$ cat src/rtl/key_entry_conditioner_if.sv
// rtl/key_entry_conditioner_if.sv - raw key/switch inputs and conditioned digit-entry outputs
interface key_entry_conditioner_if;
   logic       key_enter_n;
   logic       key_clear_n;
   logic [3:0] sw;
   logic       enter;
   logic       clear;
   logic [3:0] digit;
   logic [2:0] entries;
   logic       full;

   modport master (
      output key_enter_n, key_clear_n, sw,
      input  enter, clear, digit, entries, full
   );

   modport slave (
      input  key_enter_n, key_clear_n, sw,
      output enter, clear, digit, entries, full
   );
endinterface

$ cat src/rtl/key_entry_conditioner.sv
// rtl/key_entry_conditioner.sv - pushbutton sync/debounce to pulses, digit capture, entry count
module key_entry_debounce #(
   parameter int DEBOUNCE_CYCLES = 1000000,
   parameter int CNT_W           = 20
) (
   input  logic clk_i,
   input  logic rst_ni,
   input  logic level_i,     // synchronised button level, low = pressed
   output logic confirm_o    // high in the cycle whose edge accepts a press
);
   typedef enum logic [1:0] {
      IDLE      = 2'd0,
      PRESS_CHK = 2'd1,
      PRESSED   = 2'd2,
      REL_CHK   = 2'd3
   } state_t;

   localparam logic [CNT_W-1:0] CNT_LAST = CNT_W'(DEBOUNCE_CYCLES - 1);

   state_t           state_q;
   logic [CNT_W-1:0] cnt_q;

   // Press and release both need a full stable window; a held key never re-fires.
   always_ff @(posedge clk_i or negedge rst_ni) begin
      if (!rst_ni) begin
         state_q <= IDLE;
         cnt_q   <= '0;
      end else begin
         case (state_q)
            IDLE: begin
               if (!level_i) begin
                  state_q <= PRESS_CHK;
                  cnt_q   <= '0;
               end
            end
            PRESS_CHK: begin
               if (level_i) begin
                  state_q <= IDLE;
               end else if (cnt_q == CNT_LAST) begin
                  state_q <= PRESSED;
               end else begin
                  cnt_q <= cnt_q + CNT_W'(1);
               end
            end
            PRESSED: begin
               if (level_i) begin
                  state_q <= REL_CHK;
                  cnt_q   <= '0;
               end
            end
            REL_CHK: begin
               if (!level_i) begin
                  state_q <= PRESSED;
               end else if (cnt_q == CNT_LAST) begin
                  state_q <= IDLE;
               end else begin
                  cnt_q <= cnt_q + CNT_W'(1);
               end
            end
            default: begin
               state_q <= IDLE;
               cnt_q   <= '0;
            end
         endcase
      end
   end

   // Confirmation is the PRESS_CHK->PRESSED transition; the top registers it as the pulse.
   assign confirm_o = (state_q == PRESS_CHK) && !level_i && (cnt_q == CNT_LAST);
endmodule

module key_entry_conditioner #(
   parameter int DEBOUNCE_CYCLES = 1000000,
   parameter int CNT_W           = 20,
   parameter int CODE_LEN        = 6
) (
   input  logic                           clk_i,
   input  logic                           rst_ni,
   key_entry_conditioner_if.slave         kif
);
   localparam logic [2:0] ENTRIES_MAX = 3'(CODE_LEN);

   logic       enter_meta_q, enter_sync_q;
   logic       clear_meta_q, clear_sync_q;
   logic [3:0] sw_meta_q, sw_sync_q;

   logic       enter_confirm, clear_confirm;

   logic       enter_q, enter_d;
   logic       clear_q, clear_d;
   logic [3:0] digit_q, digit_d;
   logic [2:0] entries_q, entries_d;

   // Two-flop synchronisers; keys rest released (high) out of reset.
   always_ff @(posedge clk_i or negedge rst_ni) begin
      if (!rst_ni) begin
         enter_meta_q <= 1'b1;
         enter_sync_q <= 1'b1;
         clear_meta_q <= 1'b1;
         clear_sync_q <= 1'b1;
         sw_meta_q    <= 4'h0;
         sw_sync_q    <= 4'h0;
      end else begin
         enter_meta_q <= kif.key_enter_n;
         enter_sync_q <= enter_meta_q;
         clear_meta_q <= kif.key_clear_n;
         clear_sync_q <= clear_meta_q;
         sw_meta_q    <= kif.sw;
         sw_sync_q    <= sw_meta_q;
      end
   end

   key_entry_debounce #(
      .DEBOUNCE_CYCLES (DEBOUNCE_CYCLES),
      .CNT_W           (CNT_W)
   ) u_enter_db (
      .clk_i     (clk_i),
      .rst_ni    (rst_ni),
      .level_i   (enter_sync_q),
      .confirm_o (enter_confirm)
   );

   key_entry_debounce #(
      .DEBOUNCE_CYCLES (DEBOUNCE_CYCLES),
      .CNT_W           (CNT_W)
   ) u_clear_db (
      .clk_i     (clk_i),
      .rst_ni    (rst_ni),
      .level_i   (clear_sync_q),
      .confirm_o (clear_confirm)
   );

   // Clear dominates a simultaneous enter; digit and count update on the pulse edge itself.
   always_comb begin
      enter_d   = 1'b0;
      clear_d   = 1'b0;
      digit_d   = digit_q;
      entries_d = entries_q;
      if (clear_confirm) begin
         clear_d   = 1'b1;
         digit_d   = 4'h0;
         entries_d = 3'd0;
      end else if (enter_confirm) begin
         enter_d = 1'b1;
         digit_d = sw_sync_q;
         if (entries_q < ENTRIES_MAX) begin
            entries_d = entries_q + 3'd1;
         end
      end
   end

   // Registered pulses and entry state.
   always_ff @(posedge clk_i or negedge rst_ni) begin
      if (!rst_ni) begin
         enter_q   <= 1'b0;
         clear_q   <= 1'b0;
         digit_q   <= 4'h0;
         entries_q <= 3'd0;
      end else begin
         enter_q   <= enter_d;
         clear_q   <= clear_d;
         digit_q   <= digit_d;
         entries_q <= entries_d;
      end
   end

   assign kif.enter   = enter_q;
   assign kif.clear   = clear_q;
   assign kif.digit   = digit_q;
   assign kif.entries = entries_q;
   assign kif.full    = (entries_q == ENTRIES_MAX);
endmodule

$ cat src/flat_wrapper.sv
// flat-port wrapper written by rule: the top's interface ports become plain ports
module key_entry_conditioner_flat 
#(
   parameter int DEBOUNCE_CYCLES = 1000000,
   parameter int CNT_W           = 20,
   parameter int CODE_LEN        = 6
)
  (clk_i, rst_ni, kif_key_enter_n, kif_key_clear_n, kif_sw, kif_enter, kif_clear, kif_digit, kif_entries, kif_full);
  key_entry_conditioner_if kif_i ();
  input  logic clk_i;
  input  logic rst_ni;
  input wire logic [$bits(kif_i.key_enter_n)-1:0] kif_key_enter_n;
  input wire logic [$bits(kif_i.key_clear_n)-1:0] kif_key_clear_n;
  input wire logic [$bits(kif_i.sw)-1:0] kif_sw;
  output wire logic [$bits(kif_i.enter)-1:0] kif_enter;
  output wire logic [$bits(kif_i.clear)-1:0] kif_clear;
  output wire logic [$bits(kif_i.digit)-1:0] kif_digit;
  output wire logic [$bits(kif_i.entries)-1:0] kif_entries;
  output wire logic [$bits(kif_i.full)-1:0] kif_full;
  assign kif_i.key_enter_n = kif_key_enter_n;
  assign kif_i.key_clear_n = kif_key_clear_n;
  assign kif_i.sw = kif_sw;
  assign kif_enter = kif_i.enter;
  assign kif_clear = kif_i.clear;
  assign kif_digit = kif_i.digit;
  assign kif_entries = kif_i.entries;
  assign kif_full = kif_i.full;
  key_entry_conditioner #(.DEBOUNCE_CYCLES(DEBOUNCE_CYCLES), .CNT_W(CNT_W), .CODE_LEN(CODE_LEN)) u_core (.clk_i(clk_i), .rst_ni(rst_ni), .kif(kif_i));
endmodule
$ cat config.mk
export PLATFORM = sky130hd
export DESIGN_NAME = key_entry_conditioner_flat
export DESIGN_NICKNAME = d
export VERILOG_FILES = /design/src/rtl/key_entry_conditioner_if.sv /design/src/rtl/key_entry_conditioner.sv /design/src/flat_wrapper.sv
export SDC_FILE = /design/constraint.sdc
export NUM_CORES = 1
export LEC_CHECK = 0
export CORE_MARGIN = 3
export CORE_UTILIZATION = 60
export CTS_BUF_LIST = sky130_fd_sc_hd__clkbuf_4
export CTS_CLUSTER_DIAMETER = 100
export DETAILED_ROUTE_END_ITERATION = 12
export HOLD_SLACK_MARGIN = 0.15
export PLACE_DENSITY = 0.8
export SYNTH_ARGS = -nofsm -noshare
export SYNTH_HDL_FRONTEND = slang
export SYNTH_SLANG_ARGS = --single-unit
export TNS_END_PERCENT = 30
$ cat constraint.sdc
create_clock -name clk_i -period 2.5 [get_ports clk_i]
set_input_delay 0.25 -clock clk_i [delete_from_list [all_inputs] [get_ports clk_i]]
set_output_delay 0.25 -clock clk_i [all_outputs]
set_load 0.005 [all_outputs]
* After elaboration in Yosys (flattened, before gate mapping)
Cells that the tools add are included.
Storage, ports and cells: register bits 65, input port bits 8, output and inout port bits 10, logic and storage cells 88
Cells by class: add/subtract/negate cells 3, $lt $le $gt $ge 1, equal/unequal tests 21, muxes and demuxes 34, reductions and logical operators 15
Operators with widths (count):
- 20-bit two-way mux | 10
- 20-bit one-hot mux with 4 select lines | 2
- 20-bit by 1-bit adder with 20-bit output, second input constant | 2
- 20-bit equality test, second input constant | 2
- 2-bit two-way mux | 12
- 2-bit one-hot mux with 4 select lines | 2
- 4-bit AND reduction | 4
- 3-bit two-way mux | 3
- 2-bit equality test, second input constant | 4
- 4-bit two-way mux | 2
- 2-bit by 1-bit inequality test with 1-bit output, second input constant | 4
- 2-bit inequality test, second input constant | 4
- 3-bit by 2-bit inequality test with 1-bit output, second input constant | 2
- 3-bit inequality test, second input constant | 2
- 2-bit by 1-bit equality test with 1-bit output, second input constant | 2
- 1-bit logical AND | 4
- 2-bit zero test | 2
- 2-bit nonzero test | 2
- 3-bit by 1-bit adder with 3-bit output, second input constant | 1
- 3-bit equality test, second input constant | 1
- 3-bit less-than comparator, second input constant | 1
- 1-bit two-way mux | 3
- 1-bit zero test | 2
- 2-bit AND reduction | 1

* Longest topological paths before layout
word-level depth 5, mapped depth 8, mapped depth without buffers 6

* Hierarchy
From an unflattened synthesis, not the netlist that was laid out.
Unflattened totals: cells, all modules 318, area total of the unflattened synthesis 3193.1 µm²
By module, submodules not included:
- key_entry_debounce | times used 2, cells an instance 136, area an instance 1244.9 µm², sequential area each 550.5 µm²
- key_entry_conditioner | times used 1, cells an instance 46, area an instance 703.2 µm², sequential area each 530.5 µm²

* Least setup slack after synthesis
OpenSTA, ideal clock, no wires.
path kind flip-flop to flip-flop, from register u_core.u_enter_db.cnt_q[0], to register u_core.entries_q[1] (netlist: u_core.kif.entries[1]), arrival time 1780 ps, data required time 2354 ps, path slack 575 ps, cell stages (with the launch flop) 7, period minus slack after synthesis 1925 ps, cells stage by stage dfrtp_1 ha_1 and3_1 nand4b_1 or4b_2 a2bb2oi_1 nor2_1
Between the ends: word-level cells in the longest chain between the ends 4
Ends and longest elaborated chain:
- start: declaration | line key_entry_conditioner.sv:21 | logic [CNT_W-1:0] cnt_q;
- start signal: assignment | line key_entry_conditioner.sv:42 | cnt_q <= cnt_q + CNT_W'(1);
- start signal: assignment | line key_entry_conditioner.sv:57 | cnt_q <= cnt_q + CNT_W'(1);
- 20-bit equality test | line key_entry_conditioner.sv:69 | assign confirm_o = (state_q == PRESS_CHK) && !level_i && (cnt_q == CNT_LAST);
- 1-bit logical AND | line key_entry_conditioner.sv:69
- 2-bit nonzero test (no source line)
- 2-bit AND reduction (no source line)
- end signal: assignment | line key_entry_conditioner.sv:163 | entries_q <= entries_d;
- end: declaration | line key_entry_conditioner.sv:92 | logic [2:0] entries_q, entries_d;
Every way passes these cells. A chain may end at the register's enable or synchronous reset.

* Worst setup path in the final report
from register u_core.u_enter_db.cnt_q[0], to register u_core.digit_q[3] (netlist: u_core.kif.digit[3])
Between the ends: word-level cells in the longest chain between the ends 3
Ends and longest elaborated chain:
- 20-bit equality test | line key_entry_conditioner.sv:69
- 1-bit logical AND | line key_entry_conditioner.sv:69
- 2-bit nonzero test (no source line)
- end signal: assignment | line key_entry_conditioner.sv:162 | digit_q <= digit_d;
- end: declaration | line key_entry_conditioner.sv:91 | logic [3:0] digit_q, digit_d;
Every way passes these cells.

==> metrics.txt <==
dpl cell area 3530 µm²; top cell type's share of synthesized area 47.2%; actual slew at the worst max-slew pin 0.713 ns; synthesized cell area 3240 µm²; main combinational cell family by area after synthesis simple AND/OR/NAND/NOR gates; CP max FO 6; first-pass GRT wire length 11.4 mm; WHS Path Cells 1; Fmax 0.459 GHz; HP Class in -> reg; Int Pwr 1.44 mW; GRT Total Usage 23.4%; area of the core 5170 µm²; GRT overflow 0; GR Util met1 32.4%; R2R depth 6; die area 6310 µm²; met2 usage 34.5%; Slowest-stage cell, CP or4_1; Post-Synth XOR/XNOR Area 4.60%; crit path launch u_core.u_enter_db.cnt_q[0]; CTS resizes 0; Starting Density 62.6%; Final Hold Fails 0; largest net degree at the start of global routing 35; I/O pin cnt 18; Final setup viols 0; Startpoint Class flip-flop; dpl ws 0.360 ns; Sw Share 25.1%; Vias 2,622; CP cell instances ha_1, and3_1, nand3_1, or4_1, mux2i_1, nor2_1; CTS HTree Levels 3; Synth Net Count 340; sequential area share after synthesis 50.4%; WL final 6.72 mm; Max VDD drop 0.407 mV; Initial DRC Count 175; clk sinks 65; Max-Cap Viols 0; Yosys cell types 50; CTS buffer count 9; Adder-Cell Fraction of Synth Area 1.55%; Synth Instances 328; area leader, netlist dfrtp_1; relative slew slack 52.5%; status finished, final reports clean; routed len/inst 15.6 µm; part of the power in registers 57.4%; Clock power frac 36.9%; Detail Route Antenna Nets 0; Commonest cells post-synth dfrtp_1, nor2_1, nand2_1, o21ai_0, nand3_1; root buffer cell clkbuf_4; fin area 3680 µm²; Clock Skews 0.0108 ns; IO Port Bufs 17; Synth async-reset ratio 100%; final setup TNS 0 ns; number of global-route vias before repair 2,455; antenna diode count 0; Worst EP arrival 2.49 ns; Synth area leaders dfrtp_1, nor2_1, nand2_1; post-synthesis simple-gate area fraction 27.3%; most common cell in the netlist dfrtp_1; layout cells sized above 1 11.7%; Max clock buf depth 2; DRC Markers 0; met3 usage 7.67%; multiplexer area fraction after synthesis 3.83%; Core Rows 26; die height 79.5 µm; Tcrit/Tclk final 87.2%; DR vias/cell 6.10; CTS tree done; post-route insts no fill 430; Reg-to-Reg Start u_core.u_enter_db.cnt_q[0]; Switch Pwr 0.483 mW; Area growth syn-to-layout 13.6%; P per Cell Area 522 nW/µm²; hold_sp kif_key_enter_n; post-route setup slack 0.319 ns; Placed Instances 413; Synth Register Bits 65; Clk Latency, worst-skew pair 0.40 ns; Design Power 1.92 mW; initial antenna violation count 0; post-synthesis compound-gate area fraction 9.97%; synthesized area per cell 9.87 µm²; Die Wd 79.5 µm; final period demand of the worst path 2.18 ns; Post-synth top flop dfrtp_1; P_leak 1.61 nW; combinational cell fraction of total power 5.6%; grt peak-use layer met2; Pins Over Slew Limit 0; CTS clk-pin slew, worst paths 0.11 ns; RSZ-0062 raised after global routing false; Pre-antenna DRT Iters 4; GPL Wtd Cong 0.906; NumNets Final 367; data required time of the critical path 2.81 ns; warnings from Yosys 0; max incr delay on CP 0.71 ns; Final HPWL DP 4.70 mm; Setup crit end kind flip-flop; Post-synth EDFFs 0; worst setup path class reg -> reg
## worst paths after layout
kind,end,slack [ns]
worst max-delay path,u_core.kif.digit[3],0.32
worst min-delay path,u_core.enter_meta_q,0.24
max in group asynchronous,u_core.clear_sync_q,1.39
worst max register to register,u_core.kif.digit[3],0.32
min in group asynchronous,u_core.u_enter_db.cnt_q[9],0.42
worst min register to register,u_core.sw_sync_q[3],0.36
## flip-flops by register name, summed over array words and instances (netlist names), named ones only
register	flops
u_core.kif.entries	3
u_core.u_clear_db.cnt_q	20
u_core.u_enter_db.cnt_q	20
u_core.u_enter_db.state_q	1
u_core.clear_sync_q	1
u_core.enter_meta_q	1
u_core.kif.enter	1
u_core.kif.clear	1
u_core.sw_sync_q	4
u_core.kif.digit	4
u_core.u_clear_db.state_q	1
u_core.clear_meta_q	1
u_core.sw_meta_q	4
u_core.enter_sync_q	1
## critical path, delay by kind of cell (launching register included)
family	cells	cell delay [ns]
DFF	1	0.44
muxes	1	0.21
and+or+nand+nor	4	1.21
adders and majority gates	1	0.22
## layout by cell type, fill, tap and decap left out, types with 10 or more instances in the layout
| master | netlist | final |
|---|---|---|
| dfrtp_1 | 61 | 61 |
| xor2_1 | 14 | 14 |
| clkbuf_4 | 0 | 10 |
| nor2_1 | 43 | 43 |
| o21ai_0 | 22 | 22 |
| nand4_1 | 15 | 15 |
| nand2_1 | 35 | 35 |
| clkdlybuf4s50_1 | 0 | 16 |
| nand3_1 | 18 | 18 |
| buf_4 | 0 | 10 |
## kinds of logic (layout without fill, tap and decap cells)
logic type                 after synthesis  in the layout
and+or+nand+nor                        161            161
DFF                                     65             65
AOI/OAI and AO/OA                       51             51
buffers and inverters                   18             50
xor gates and xnor gates                17             17
muxes                                   12             12
adders and majority gates                4              4
## through the flow
step	hold slack, ns	utilization, %
after floorplan	-0.0456	-
after CTS	0.215	71.1
after global placement	0.331	68.2
after detailed placement	0.335	68.2
after global routing	0.198	71.1
final	0.236	71.1
## cell type report
cell class,count,area [µm²]
Clock buffer,10,75.1
Clock inverter,6,66.3
Fill cell,379,1500
Inverter,5,18.8
Multi-Input combinational cell,245,1530
Sequential cell,65,1630
Tap cell,70,87.6
Timing Repair Buffer,29,270
## layer usage
metal / wire length, µm / vias to the layer above
met1: 3180 / 1281
met2: 3050 / 90
li1: - / 1246
met5: 0 / -
met3: 428 / 5
met4: 61 / 0
## timing repair
item                                    CTS  global route
hold buffers                              1             0
buffers inserted                          0             0
endpoints found under the hold margin    28             0
endpoints found under the setup margin    0             0
## power groups by stage
stage / logic (mW) / clock network, mW / registers [mW]
finish: 0.108 / 0.709 / 1.10
floorplan: 0.0526 / 0 / 1.11
global route: 0.121 / 0.782 / 1.11
global placement: 0.105 / 0 / 1.12
CTS: 0.110 / 0.727 / 1.10
detailed placement: 0.108 / 0 / 1.12
No activity file was read; power rests on OpenSTA's default activity.
